[src/rtl/sat_window_accumulator_pkg.sv]
// Shared FSM state type and clamp-constant helpers for the saturating window accumulator
// and any other datapath block that reuses sat_add_core.
package sat_acc_pkg;

  typedef enum logic {
    ACCUM  = 1'b0,
    OUTPUT = 1'b1
  } acc_state_e;

  // Largest positive two's-complement value representable in 'width' bits.
  function automatic logic signed [63:0] sat_max(input int width);
    return (64'sd1 <<< (width - 1)) - 64'sd1;
  endfunction

  // Most negative two's-complement value representable in 'width' bits.
  function automatic logic signed [63:0] sat_min(input int width);
    return -(64'sd1 <<< (width - 1));
  endfunction

endpackage

[src/rtl/sat_window_accumulator_if.sv]
// Sample-in / result-out handshake bundle for sat_window_accumulator.
// master = producer/consumer side, slave = the accumulator.
interface sat_window_accumulator_if #(
  parameter int DATA_WIDTH = 16
);
  logic [DATA_WIDTH-1:0] in_data;
  logic                  in_valid;
  logic                  in_ready;
  logic [DATA_WIDTH-1:0] out_data;
  logic                  out_overflow;
  logic                  out_underflow;
  logic                  out_valid;
  logic                  out_ready;

  modport master (
    output in_data, in_valid, out_ready,
    input  in_ready, out_data, out_overflow, out_underflow, out_valid
  );

  modport slave (
    input  in_data, in_valid, out_ready,
    output in_ready, out_data, out_overflow, out_underflow, out_valid
  );
endinterface

[src/rtl/sat_window_accumulator_sat_add_core.sv]
// sat_add_core: combinational two's-complement adder that clamps to max positive / max
// negative and reports which way it clamped.
module sat_add_core
  import sat_acc_pkg::*;
#(
  parameter int WIDTH = 16
) (
  input  logic [WIDTH-1:0] a,
  input  logic [WIDTH-1:0] b,
  output logic [WIDTH-1:0] sum,
  output logic             ovf,
  output logic             unf
);
  localparam logic [WIDTH-1:0] MAX_POS = WIDTH'(sat_max(WIDTH));
  localparam logic [WIDTH-1:0] MAX_NEG = WIDTH'(sat_min(WIDTH));

  logic [WIDTH-1:0] raw;

  always_comb begin
    raw = a + b;
    // Overflow is only possible when both operands share a sign and the result flips it.
    ovf = ~a[WIDTH-1] & ~b[WIDTH-1] &  raw[WIDTH-1];
    unf =  a[WIDTH-1] &  b[WIDTH-1] & ~raw[WIDTH-1];
    sum = ovf ? MAX_POS : (unf ? MAX_NEG : raw);
  end
endmodule

[src/rtl/sat_window_accumulator.sv]
// sat_window_accumulator: sums 2^LOG2_TERMS signed samples with saturation and emits one
// result plus sticky overflow/underflow per window. Define SAT_WINDOW_ACC_MEAN_EN to emit
// the rounded mean instead of the sum.
module sat_window_accumulator
  import sat_acc_pkg::*;
#(
  parameter int DATA_WIDTH = 16,
  parameter int FIXED_PNT  = 8,
  parameter int LOG2_TERMS = 2
) (
  input logic                        clk,
  input logic                        rst,
  input logic                        clear,
  sat_window_accumulator_if.slave    bus
);
  localparam int NUM_TERMS = 1 << LOG2_TERMS;
  localparam int CNT_W     = (LOG2_TERMS > 0) ? LOG2_TERMS : 1;
  localparam logic [CNT_W-1:0] LAST_CNT = CNT_W'(NUM_TERMS - 1);

  acc_state_e            state_q, state_d;
  logic [DATA_WIDTH-1:0] acc_q, acc_d;
  logic [CNT_W-1:0]      cnt_q, cnt_d;
  logic                  ovf_q, ovf_d;
  logic                  unf_q, unf_d;
  logic [DATA_WIDTH-1:0] out_data_q, out_data_d;
  logic                  out_ovf_q, out_ovf_d;
  logic                  out_unf_q, out_unf_d;

  logic [DATA_WIDTH-1:0] acc_next;
  logic                  add_ovf, add_unf;
  logic [DATA_WIDTH-1:0] result;

  sat_add_core #(.WIDTH(DATA_WIDTH)) u_add (
    .a   (acc_q),
    .b   (bus.in_data),
    .sum (acc_next),
    .ovf (add_ovf),
    .unf (add_unf)
  );

`ifdef SAT_WINDOW_ACC_MEAN_EN
  // One extra bit of headroom so the rounding bias cannot wrap near max positive.
  localparam logic signed [DATA_WIDTH:0] ROUND_BIAS = (DATA_WIDTH + 1)'(NUM_TERMS / 2);
  logic signed [DATA_WIDTH:0] mean_wide;
  assign mean_wide = ($signed({acc_next[DATA_WIDTH-1], acc_next}) + ROUND_BIAS) >>> LOG2_TERMS;
  assign result    = mean_wide[DATA_WIDTH-1:0];
`else
  assign result = acc_next;
`endif

  assign bus.in_ready      = (state_q == ACCUM);
  assign bus.out_valid     = (state_q == OUTPUT);
  assign bus.out_data      = out_data_q;
  assign bus.out_overflow  = out_ovf_q;
  assign bus.out_underflow = out_unf_q;

  always_comb begin
    // NOTE: every _d starts as its _q so no path leaves a variable unassigned (no latches).
    state_d    = state_q;
    acc_d      = acc_q;
    cnt_d      = cnt_q;
    ovf_d      = ovf_q;
    unf_d      = unf_q;
    out_data_d = out_data_q;
    out_ovf_d  = out_ovf_q;
    out_unf_d  = out_unf_q;

    if (clear) begin
      // Result registers may stay stale; they are invisible while out_valid is low.
      state_d = ACCUM;
      acc_d   = '0;
      cnt_d   = '0;
      ovf_d   = 1'b0;
      unf_d   = 1'b0;
    end else begin
      case (state_q)
        ACCUM: begin
          if (bus.in_valid) begin
            if (cnt_q == LAST_CNT) begin
              out_data_d = result;
              out_ovf_d  = ovf_q | add_ovf;
              out_unf_d  = unf_q | add_unf;
              state_d    = OUTPUT;
              acc_d      = '0;
              cnt_d      = '0;
              ovf_d      = 1'b0;
              unf_d      = 1'b0;
            end else begin
              acc_d = acc_next;
              cnt_d = cnt_q + CNT_W'(1);
              ovf_d = ovf_q | add_ovf;
              unf_d = unf_q | add_unf;
            end
          end
        end
        OUTPUT: begin
          if (bus.out_ready) state_d = ACCUM;
        end
      endcase
    end
  end

  always_ff @(posedge clk) begin
    // NOTE: non-blocking assignments so every flop samples the pre-edge values together.
    if (rst) begin
      state_q    <= ACCUM;
      acc_q      <= '0;
      cnt_q      <= '0;
      ovf_q      <= 1'b0;
      unf_q      <= 1'b0;
      out_data_q <= '0;
      out_ovf_q  <= 1'b0;
      out_unf_q  <= 1'b0;
    end else begin
      state_q    <= state_d;
      acc_q      <= acc_d;
      cnt_q      <= cnt_d;
      ovf_q      <= ovf_d;
      unf_q      <= unf_d;
      out_data_q <= out_data_d;
      out_ovf_q  <= out_ovf_d;
      out_unf_q  <= out_unf_d;
    end
  end
endmodule
[src/flat_wrapper.sv]
// flat-port wrapper written by rule: the top's interface ports become plain ports
module sat_window_accumulator_flat import sat_acc_pkg::*;
#(
  parameter int DATA_WIDTH = 16,
  parameter int FIXED_PNT  = 8,
  parameter int LOG2_TERMS = 2
)
  (clk, rst, clear, bus_in_data, bus_in_valid, bus_out_ready, bus_in_ready, bus_out_data, bus_out_overflow, bus_out_underflow, bus_out_valid);
  sat_window_accumulator_if #(.DATA_WIDTH(DATA_WIDTH)) bus_i ();
  input logic clk;
  input logic rst;
  input logic clear;
  input wire logic [$bits(bus_i.in_data)-1:0] bus_in_data;
  input wire logic [$bits(bus_i.in_valid)-1:0] bus_in_valid;
  input wire logic [$bits(bus_i.out_ready)-1:0] bus_out_ready;
  output wire logic [$bits(bus_i.in_ready)-1:0] bus_in_ready;
  output wire logic [$bits(bus_i.out_data)-1:0] bus_out_data;
  output wire logic [$bits(bus_i.out_overflow)-1:0] bus_out_overflow;
  output wire logic [$bits(bus_i.out_underflow)-1:0] bus_out_underflow;
  output wire logic [$bits(bus_i.out_valid)-1:0] bus_out_valid;
  assign bus_i.in_data = bus_in_data;
  assign bus_i.in_valid = bus_in_valid;
  assign bus_i.out_ready = bus_out_ready;
  assign bus_in_ready = bus_i.in_ready;
  assign bus_out_data = bus_i.out_data;
  assign bus_out_overflow = bus_i.out_overflow;
  assign bus_out_underflow = bus_i.out_underflow;
  assign bus_out_valid = bus_i.out_valid;
  sat_window_accumulator #(.DATA_WIDTH(DATA_WIDTH), .FIXED_PNT(FIXED_PNT), .LOG2_TERMS(LOG2_TERMS)) u_core (.clk(clk), .rst(rst), .clear(clear), .bus(bus_i));
endmodule
[config.mk]
export PLATFORM = sky130hd
export DESIGN_NAME = sat_window_accumulator_flat
export DESIGN_NICKNAME = d
export VERILOG_FILES = /design/src/rtl/sat_window_accumulator_pkg.sv /design/src/rtl/sat_window_accumulator_if.sv /design/src/rtl/sat_window_accumulator_sat_add_core.sv /design/src/rtl/sat_window_accumulator.sv /design/src/flat_wrapper.sv
export SDC_FILE = /design/constraint.sdc
export NUM_CORES = 1
export LEC_CHECK = 0
export CAP_MARGIN = 20
export CORE_MARGIN = 4
export CORE_UTILIZATION = 50
export CTS_BUF_LIST = sky130_fd_sc_hd__clkbuf_16
export DETAILED_ROUTE_END_ITERATION = 6
export HOLD_SLACK_MARGIN = 0.1
export PLACE_DENSITY_LB_ADDON = 0.05
export SYNTH_ARGS = -nofsm -noshare
export SYNTH_HDL_FRONTEND = slang
export SYNTH_SLANG_ARGS = --single-unit
[constraint.sdc]
create_clock -name clk -period 5.5 [get_ports clk]
set_clock_uncertainty 0.05 [all_clocks]
set_input_delay 1.1 -clock clk [delete_from_list [all_inputs] [get_ports clk]]
set_output_delay 1.1 -clock clk [all_outputs]
set_load 0.02 [all_outputs]
==> results of run 1 <==
==> state kept, by name, indices dropped and copies added, names as in the netlist <==
register                  count
u_core.bus.out_valid          1
u_core.bus.out_overflow       1
u_core.acc_q                 16
u_core.cnt_q                  2
u_core.bus.out_underflow      1
u_core.unf_q                  1
u_core.ovf_q                  1
u_core.bus.out_data          16
==> routing by layer <==
layer | share of wire, % | track usage [%]
met1 | 42 | 22.6
met2 | 51 | 33.7
met3 | 4.7 | 4.61
met4 | 2.0 | 7.17
met5 | 0 | 0
==> cells in the final DEF, fill, tap and decap left out, drive strengths merged, types with 4 or more instances in the layout <==
| master | instances |
|---|---|
| nor2 | 43 |
| clkdlybuf4s50 | 40 |
| dfxtp | 39 |
| a21oi | 36 |
| nand2 | 23 |
| ha | 18 |
| a211oi | 15 |
| o21ai | 14 |
| xnor2 | 9 |
| inv | 8 |
| nor3 | 8 |
| a21o | 6 |
| mux2i | 5 |
| clkbuf | 5 |
| nand2b | 4 |
==> path summary, 6_finish.rpt <==
path                                                       to  slack, ns  depth (start not counted)
worst min register to register  u_core.acc_q[14]$_SDFFE_PP0P_       0.41                          2
worst max-delay path            u_core.acc_q[12]$_SDFFE_PP0P_       0.63                         16
worst min-delay path            u_core.acc_q[14]$_SDFFE_PP0P_       0.41                          2
worst max register to register  u_core.acc_q[12]$_SDFFE_PP0P_       1.56                         15
==> final cells by class <==
type                    instances  area share (%)
well taps                      52            2.26
multi-input cells             219            48.8
clock buffers                   5            4.34
flip-flops and latches         39            27.1
inverters                       7           0.911
clock inverters                 3            2.21
repair buffers                 42            14.4
==> worst max-delay path, delay by kind of cell <==
kind                       cells  cell delay (ns)
AOI/OAI and AO/OA              9             1.79
adders and majority gates      2             0.85
buffers and inverters          1             0.40
and+or+nand+nor                4             0.87
==> cell usage after synthesis (all sizes together), types with 4 or more instances <==
cell     n  share of area (%)
mux2i    5                2.2
clkbuf  11                3.1
nand2   23                3.7
ha      18                9.7
a211oi  15                4.9
a21oi   36                7.9
a21o     6                1.9
inv      7                1.1
nor3     8                1.7
dfxtp   39                 34
o21ai   14                3.2
nor2    43                7.2
xnor2    9                3.4
nand2b   4                1.1
buf      4                1.5
==> cells by family (layout without fill, tap and decap cells) <==
group,after synthesis,after routing,share of synthesized area (%)
DFF,39,39,33.6
buffers and inverters,22,57,5.71
and+or+nand+nor,99,99,20.1
muxes,5,5,2.16
AOI/OAI and AO/OA,85,85,23.2
adders and majority gates,20,20,11.4
xor gates and xnor gates,10,10,3.77
==> power groups by stage <==
stage	Clock (mW)	Sequential [mW]	Combinational (mW)
2_1_floorplan	0	0.300	0.111
3_3_place_gp	0	0.301	0.149
3_5_place_dp	0	0.301	0.150
4_1_cts	0.373	0.295	0.152
5_1_grt	0.389	0.295	0.168
6_report	0.369	0.295	0.152
==> per-stage QoR <==
stage          area [um^2]  power, mW
6_report              2880      0.816
5_1_grt               2880      0.852
4_1_cts               2880      0.820
3_5_place_dp          2700      0.451
3_3_place_gp          2700      0.450
2_1_floorplan         2320      0.410
==> Flow_metrics.wiki, run 1 <==
{| class="wikitable"
! Metric !! Value
|-
| Setup crit end kind || flip-flop
|-
| WS Path Type || in -> reg
|-
| Max-slew violations || 0
|-
| Count of endpoints failing setup in the final report || 0
|-
| Fmax achieved || 205 MHz
|-
| Power Density || approximately 280 mW/mm^2
|-
| Number of global-route vias before repair || about 2.0k
|-
| Cts hold-fix bufs || 0
|-
| Post-route fraction of the period consumed by the critical path || 88.5%
|-
| Syn nets || about 320
|-
| Initial Util || between 50 and 60%
|-
| Remaining number of nets flagged by the antenna check after routing || 0
|-
| Data arrival time at the worst-slack endpoint || ~5.0 ns
|-
| Most frequent CP cell || sky130_fd_sc_hd__a21oi_1
|-
| Post-synthesis area per instance || 8.29 um^2
|-
| Chip height || 76.1 um
|-
| TritonCTS buffer count || 5
|-
| Maximum clock insertion buffer count || 2
|-
| Total Routed Length || ~5.6 mm
|-
| Leakage power summed over all cells || around 1.1 nW
|-
| Worst slew pin tran || 0.822 ns
|-
| Fraction of layout instances using a drive strength above 1 || under 10%
|-
| Length of the first detailed-routing pass in iterations || 4
|-
| Worst slew margin || 45.1%
|-
| Worst-path clk slew || roughly 0.060 ns
|-
| Max capacitance violation total || 0
|-
| Sw frac || 24.8%
|-
| Std-Cell Core Area || 0.00441 mm^2
|-
| Number of gates resized after cts || 0
|-
| Inst Count DP || approximately 360
|-
| Root cell of the clock tree || sky130_fd_sc_hd__clkbuf_16
|-
| Syn-to-layout area delta || 24.3%
|-
| Number of antenna violations at the first check in global routing || 0
|-
| Drt first-iter violations || 98
|-
| Final core occ || 65.3%
|-
| Total number of vias || 2080
|-
| Final Wtd Congestion || 0.861
|-
| Total gr overflow || 0
|-
| CTS tree || yes
|-
| Post-Route Hold Slack || between 0.4 and 0.5 ns
|-
| Switching pwr || around 200 uW
|-
| Internal power component || 613 uW
|-
| Vias per inst || 5.67
|-
| Die X || 76.1 um
|-
| Post-synthesis cell type count || 49
|-
| Async S/R FF share, synth || 0%
|-
| Total track usage || 19.3%
|-
| Number of standard cells in the layout, taps in and fillers out || ~370
|-
| Top-level port count || ~40
|-
| # DRC || 0
|-
| CP Cell Sequence || clkdlybuf4s50_1, ha_1, a21o_1, a21oi_1, nand2_1, a21oi_1, o21ai_0, o2111ai_1, nand2_1, fa_1, nor2b_1, nor3_1, a221o_1, a211oi_1, a21oi_1, a21o_1
|-
| Critical register-to-register path startpoint || u_core.acc_q[3]$_SDFFE_PP0P_
|-
| Smallest setup slack after layout || 0.630 ns
|-
| Total half-perimeter wirelength after legalization and detailed placement || 4.11 mm
|-
| Pin count of the biggest net entering global routing || 30
|-
| Kind of start point of the critical path || input port
|-
| Antenna diode count || 0
|-
| Final hold violations || 0
|-
| Global-route wire length before repair || 9.22 mm
|-
| Synthesized instance count || 280
|-
| Die ar. || 0.00580 mm^2
|-
| Result of the run || finished, final reports clean
|-
| CTS sink cnt || 39
|-
| Slowest CP cell || sky130_fd_sc_hd__fa_1
|-
| Total standard cell area after synthesis || 0.00232 mm^2
|-
| Post-CTS setup buffer count || 0
|-
| Post-synth EDFFs || 0
|-
| Row cnt || 24
|-
| Number of register bits inferred by synthesis || 39
|-
| Hold Path Origin || u_core.acc_q[14]$_SDFFE_PP0P_
|-
| Area taken by flip-flops and latches || approximately 780 um^2
|-
| Max IR drop VDD || ~0.00022 V
|-
| Number of H-tree levels || 2
|-
| Port-buffer cells || 40
|-
| Area of combinational cells with multiple inputs || approximately 0.0014 mm^2
|-
| Fraction of power consumed by the clock network || 45.2%
|-
| Setup slack at placement || 0.445 ns
|-
| Min Tclk post-route || 4.87 ns
|-
| Worst endpoint required time || 5.63 ns
|-
| Setup TNS || 0 ns
|-
| Relative contribution of combinational cells to total power || a little under a fifth
|-
| Synth warn || 0
|-
| Worst-path fanout max || 8
|-
| Detailed-route wire length per cell || between 15 and 20 um
|-
| Insertion delay to the later sink of the worst-skew pair || 0.28 ns
|-
| RSZ-0062 raised after global routing || false
|-
| Fill cell count || 407
|-
| Part of the total power dissipated in sequential elements || 36.1%
|-
| Sequential-to-total area share from yosys stat || 33.6%
|-
| Slowest Stage Delay on Critical Path || 0.48 ns
|-
| Number of nets in the final layout || roughly 360
|-
| Path category of the worst min-delay check || reg -> reg
|-
| Worst setup path startpoint || bus_in_data[3]
|-
| Synth Flop Type || sky130_fd_sc_hd__dfxtp_1
|}
Power figures use the tool's default switching activity.
==> inputs of run 2 (changes only) <==
--- a/config.mk
+++ b/config.mk
@@ -9,6 +9,7 @@
 export CORE_MARGIN = 4
 export CORE_UTILIZATION = 50
 export CTS_BUF_LIST = sky130_fd_sc_hd__clkbuf_16
+export CTS_CLUSTER_SIZE = 8
 export DETAILED_ROUTE_END_ITERATION = 6
 export HOLD_SLACK_MARGIN = 0.1
 export PLACE_DENSITY_LB_ADDON = 0.05
==> results of run 2 <==
Same layout as run 1: the final DEF is identical, and so are final timing and power.
==> inputs of run 3 (changes only) <==
--- a/config.mk
+++ b/config.mk
@@ -11,6 +11,7 @@
 export CTS_BUF_LIST = sky130_fd_sc_hd__clkbuf_16
 export CTS_CLUSTER_SIZE = 8
 export DETAILED_ROUTE_END_ITERATION = 6
+export GPL_TIMING_DRIVEN = 0
 export HOLD_SLACK_MARGIN = 0.1
 export PLACE_DENSITY_LB_ADDON = 0.05
 export SYNTH_ARGS = -nofsm -noshare
==> Flow_metrics.wiki, run 3 (same netlist as run 1, synthesis figures left out) <==
{| class="wikitable"
! Metric !! Value
|-
| Summed area of non-filler cells in the final layout || 0.00296 mm^2
|-
| Initial Util || 52.6%
|-
| Setup TNS || 0 ns
|-
| Max IR drop VDD || 0.000235 V
|-
| Std-Cell Core Area || 0.00441 mm^2
|-
| Die X || 76.1 um
|-
| Worst slew pin tran || 0.750 ns
|-
| Total half-perimeter wirelength after legalization and detailed placement || 4.38 mm
|-
| # DRC || 0
|-
| Power Density || 266 mW/mm^2
|-
| Pin count of the biggest net entering global routing || 14
|-
| Die ar. || 0.00580 mm^2
|-
| Top-level port count || 41
|-
| Antenna diode count || 0
|-
| Row cnt || 24
|-
| Max capacitance violation total || 0
|-
| Total track usage || between 20% and 30%
|-
| Worst slew margin || 49.8%
|-
| Drt first-iter violations || 110
|-
| Path category of the worst min-delay check || reg -> reg
|-
| Slowest CP cell || sky130_fd_sc_hd__fa_1
|-
| Cts hold-fix bufs || 0
|-
| Worst-path fanout max || 5
|-
| Min Tclk post-route || 4.79 ns
|-
| Kind of start point of the critical path || input port
|-
| Maximum clock insertion buffer count || 2
|-
| Root cell of the clock tree || sky130_fd_sc_hd__clkbuf_16
|-
| Chip height || about 76 um
|-
| Total number of vias || 2134
|-
| CTS tree || yes
|-
| Number of nets in the final layout || 368
|-
| Insertion delay to the later sink of the worst-skew pair || 0.28 ns
|-
| Slowest Stage Delay on Critical Path || 0.49 ns
|-
| Most common cell after layout, fill and taps aside || sky130_fd_sc_hd__nor2_1
|-
| Worst endpoint required time || 5.63 ns
|-
| Most frequent CP cell || sky130_fd_sc_hd__a21oi_1
|-
| Count of endpoints failing setup in the final report || 0
|-
| Leakage power summed over all cells || 1.16 nW
|-
| Buffers plus inverters on the worst setup path || 1
|-
| CTS sink cnt || 39
|-
| Setup crit end kind || flip-flop
|-
| Port-buffer cells || 40
|-
| CP Cell Sequence || clkdlybuf4s50_1, ha_1, a21o_1, a21oi_1, nand2_1, a21oi_1, o21ai_0, o2111ai_1, nand2_1, fa_1, nor2b_1, nor3_1, a221o_1, a211oi_1, a21oi_1, a21o_1
|-
| Placement-stage cell area || 0.00279 mm^2
|-
| Result of the run || finished, final reports clean
|-
| Number of gates resized after cts || 0
|-
| Fmax achieved || 209 MHz
|-
| Number of antenna violations at the first check in global routing || 0
|-
| Length of the first detailed-routing pass in iterations || 4
|-
| Total gr overflow || 0
|-
| Final Wtd Congestion || ~0.84
|-
| Family with the most delay on the worst path || compound AO/OA/AOI/OAI gates
|-
| Number of H-tree levels || 2
|-
| Max-slew violations || 0
|-
| Post-route fraction of the period consumed by the critical path || between 80 and 90%
|-
| Worst-path clk slew || 0.06 ns
|-
| Number of global-route vias before repair || 2166
|-
| Data arrival time at the worst-slack endpoint || 4.93 ns
|-
| TritonCTS buffer count || 5
|-
| Syn-to-layout area delta || 27.3%
|-
| Post-CTS setup buffer count || 0
|-
| Fraction of layout instances using a drive strength above 1 || 7.32%
|-
| Total Routed Length || 5.82 mm
|-
| WS Path Type || in -> reg
|-
| RSZ-0062 raised after global routing || false
|-
| Most frequent cells in the layout || sky130_fd_sc_hd__nor2_1, sky130_fd_sc_hd__clkdlybuf4s50_1, sky130_fd_sc_hd__dfxtp_1
|-
| Remaining number of nets flagged by the antenna check after routing || 0
|-
| Detailed-route wire length per cell || 15.3 um
|-
| Vias per inst || 5.62
|-
| Global-route wire length before repair || 10.1 mm
|-
| Final hold violations || 0
|}
-- run 3: changes by cell type in the layout (fill, tap and decap cells not counted) --
cell / delta
sky130_fd_sc_hd__clkinv_4: +1
sky130_fd_sc_hd__buf_6: +2
sky130_fd_sc_hd__bufinv_16: -1
sky130_fd_sc_hd__buf_2: +1
sky130_fd_sc_hd__clkbuf_8: +3
sky130_fd_sc_hd__buf_4: -1
sky130_fd_sc_hd__clkinv_2: +1
sky130_fd_sc_hd__clkbuf_1: +8
sky130_fd_sc_hd__inv_1: -1
-- run 3: per-stage QoR --
stage	cells	hold slack (ns)	setup slack (ns)	utilization (%)	total power, mW
detailed placement	372	0.398	0.478	63.1	0.457
global route	380	0.436	0.371	67.0	0.828
floorplan	280	0.379	1.32	-	0.410
CTS	380	0.410	0.747	67.0	0.791
finish	380	0.404	0.706	67.0	0.787
global placement	372	0.389	0.467	63.1	0.455
-- run 3: per-layer routing --
metal	GRT usage, %	routed length [um]
met1	26.2	2550
met2	36.0	2840
met3	4.37	285
met4	6.82	136
met5	0	0
-- run 3: final timing paths --
check / slack (ns) / end / startpoint / cells past startpoint
setup reg to reg: 1.64 / u_core.acc_q[12]$_SDFFE_PP0P_ / u_core.acc_q[3]$_SDFFE_PP0P_ / 15
hold reg to reg: 0.40 / u_core.acc_q[14]$_SDFFE_PP0P_ / u_core.acc_q[14]$_SDFFE_PP0P_ / 2
hold / removal: 0.40 / u_core.acc_q[14]$_SDFFE_PP0P_ / u_core.acc_q[14]$_SDFFE_PP0P_ / 2
setup / recovery: 0.71 / u_core.acc_q[12]$_SDFFE_PP0P_ / bus_in_data[3] / 16
-- run 3: report_power, final --
group          internal (mW)  leakage [nW]  switching [mW]
logic                 0.0693         0.762          0.0883
registers              0.290         0.316         0.00433
clock network          0.214        0.0838           0.121
-- run 3: cell type report --
cell class | instances | area (um^2)
clock inverter | 3 | 43.8
inverter | 7 | 26.3
sequential | 39 | 781
clock buffer | 5 | 125
multi-input combinational | 219 | 1410
buffer | 15 | 106
timing repair buffer | 40 | 400
tap | 52 | 65.1
fill | 413 | 1460
-- run 3: worst min-delay path: stages (launching register included) --
cell and delay [ns]:
sky130_fd_sc_hd__dfxtp_1 0.31, sky130_fd_sc_hd__nand2_1 0.05, sky130_fd_sc_hd__o21ai_1 0.05
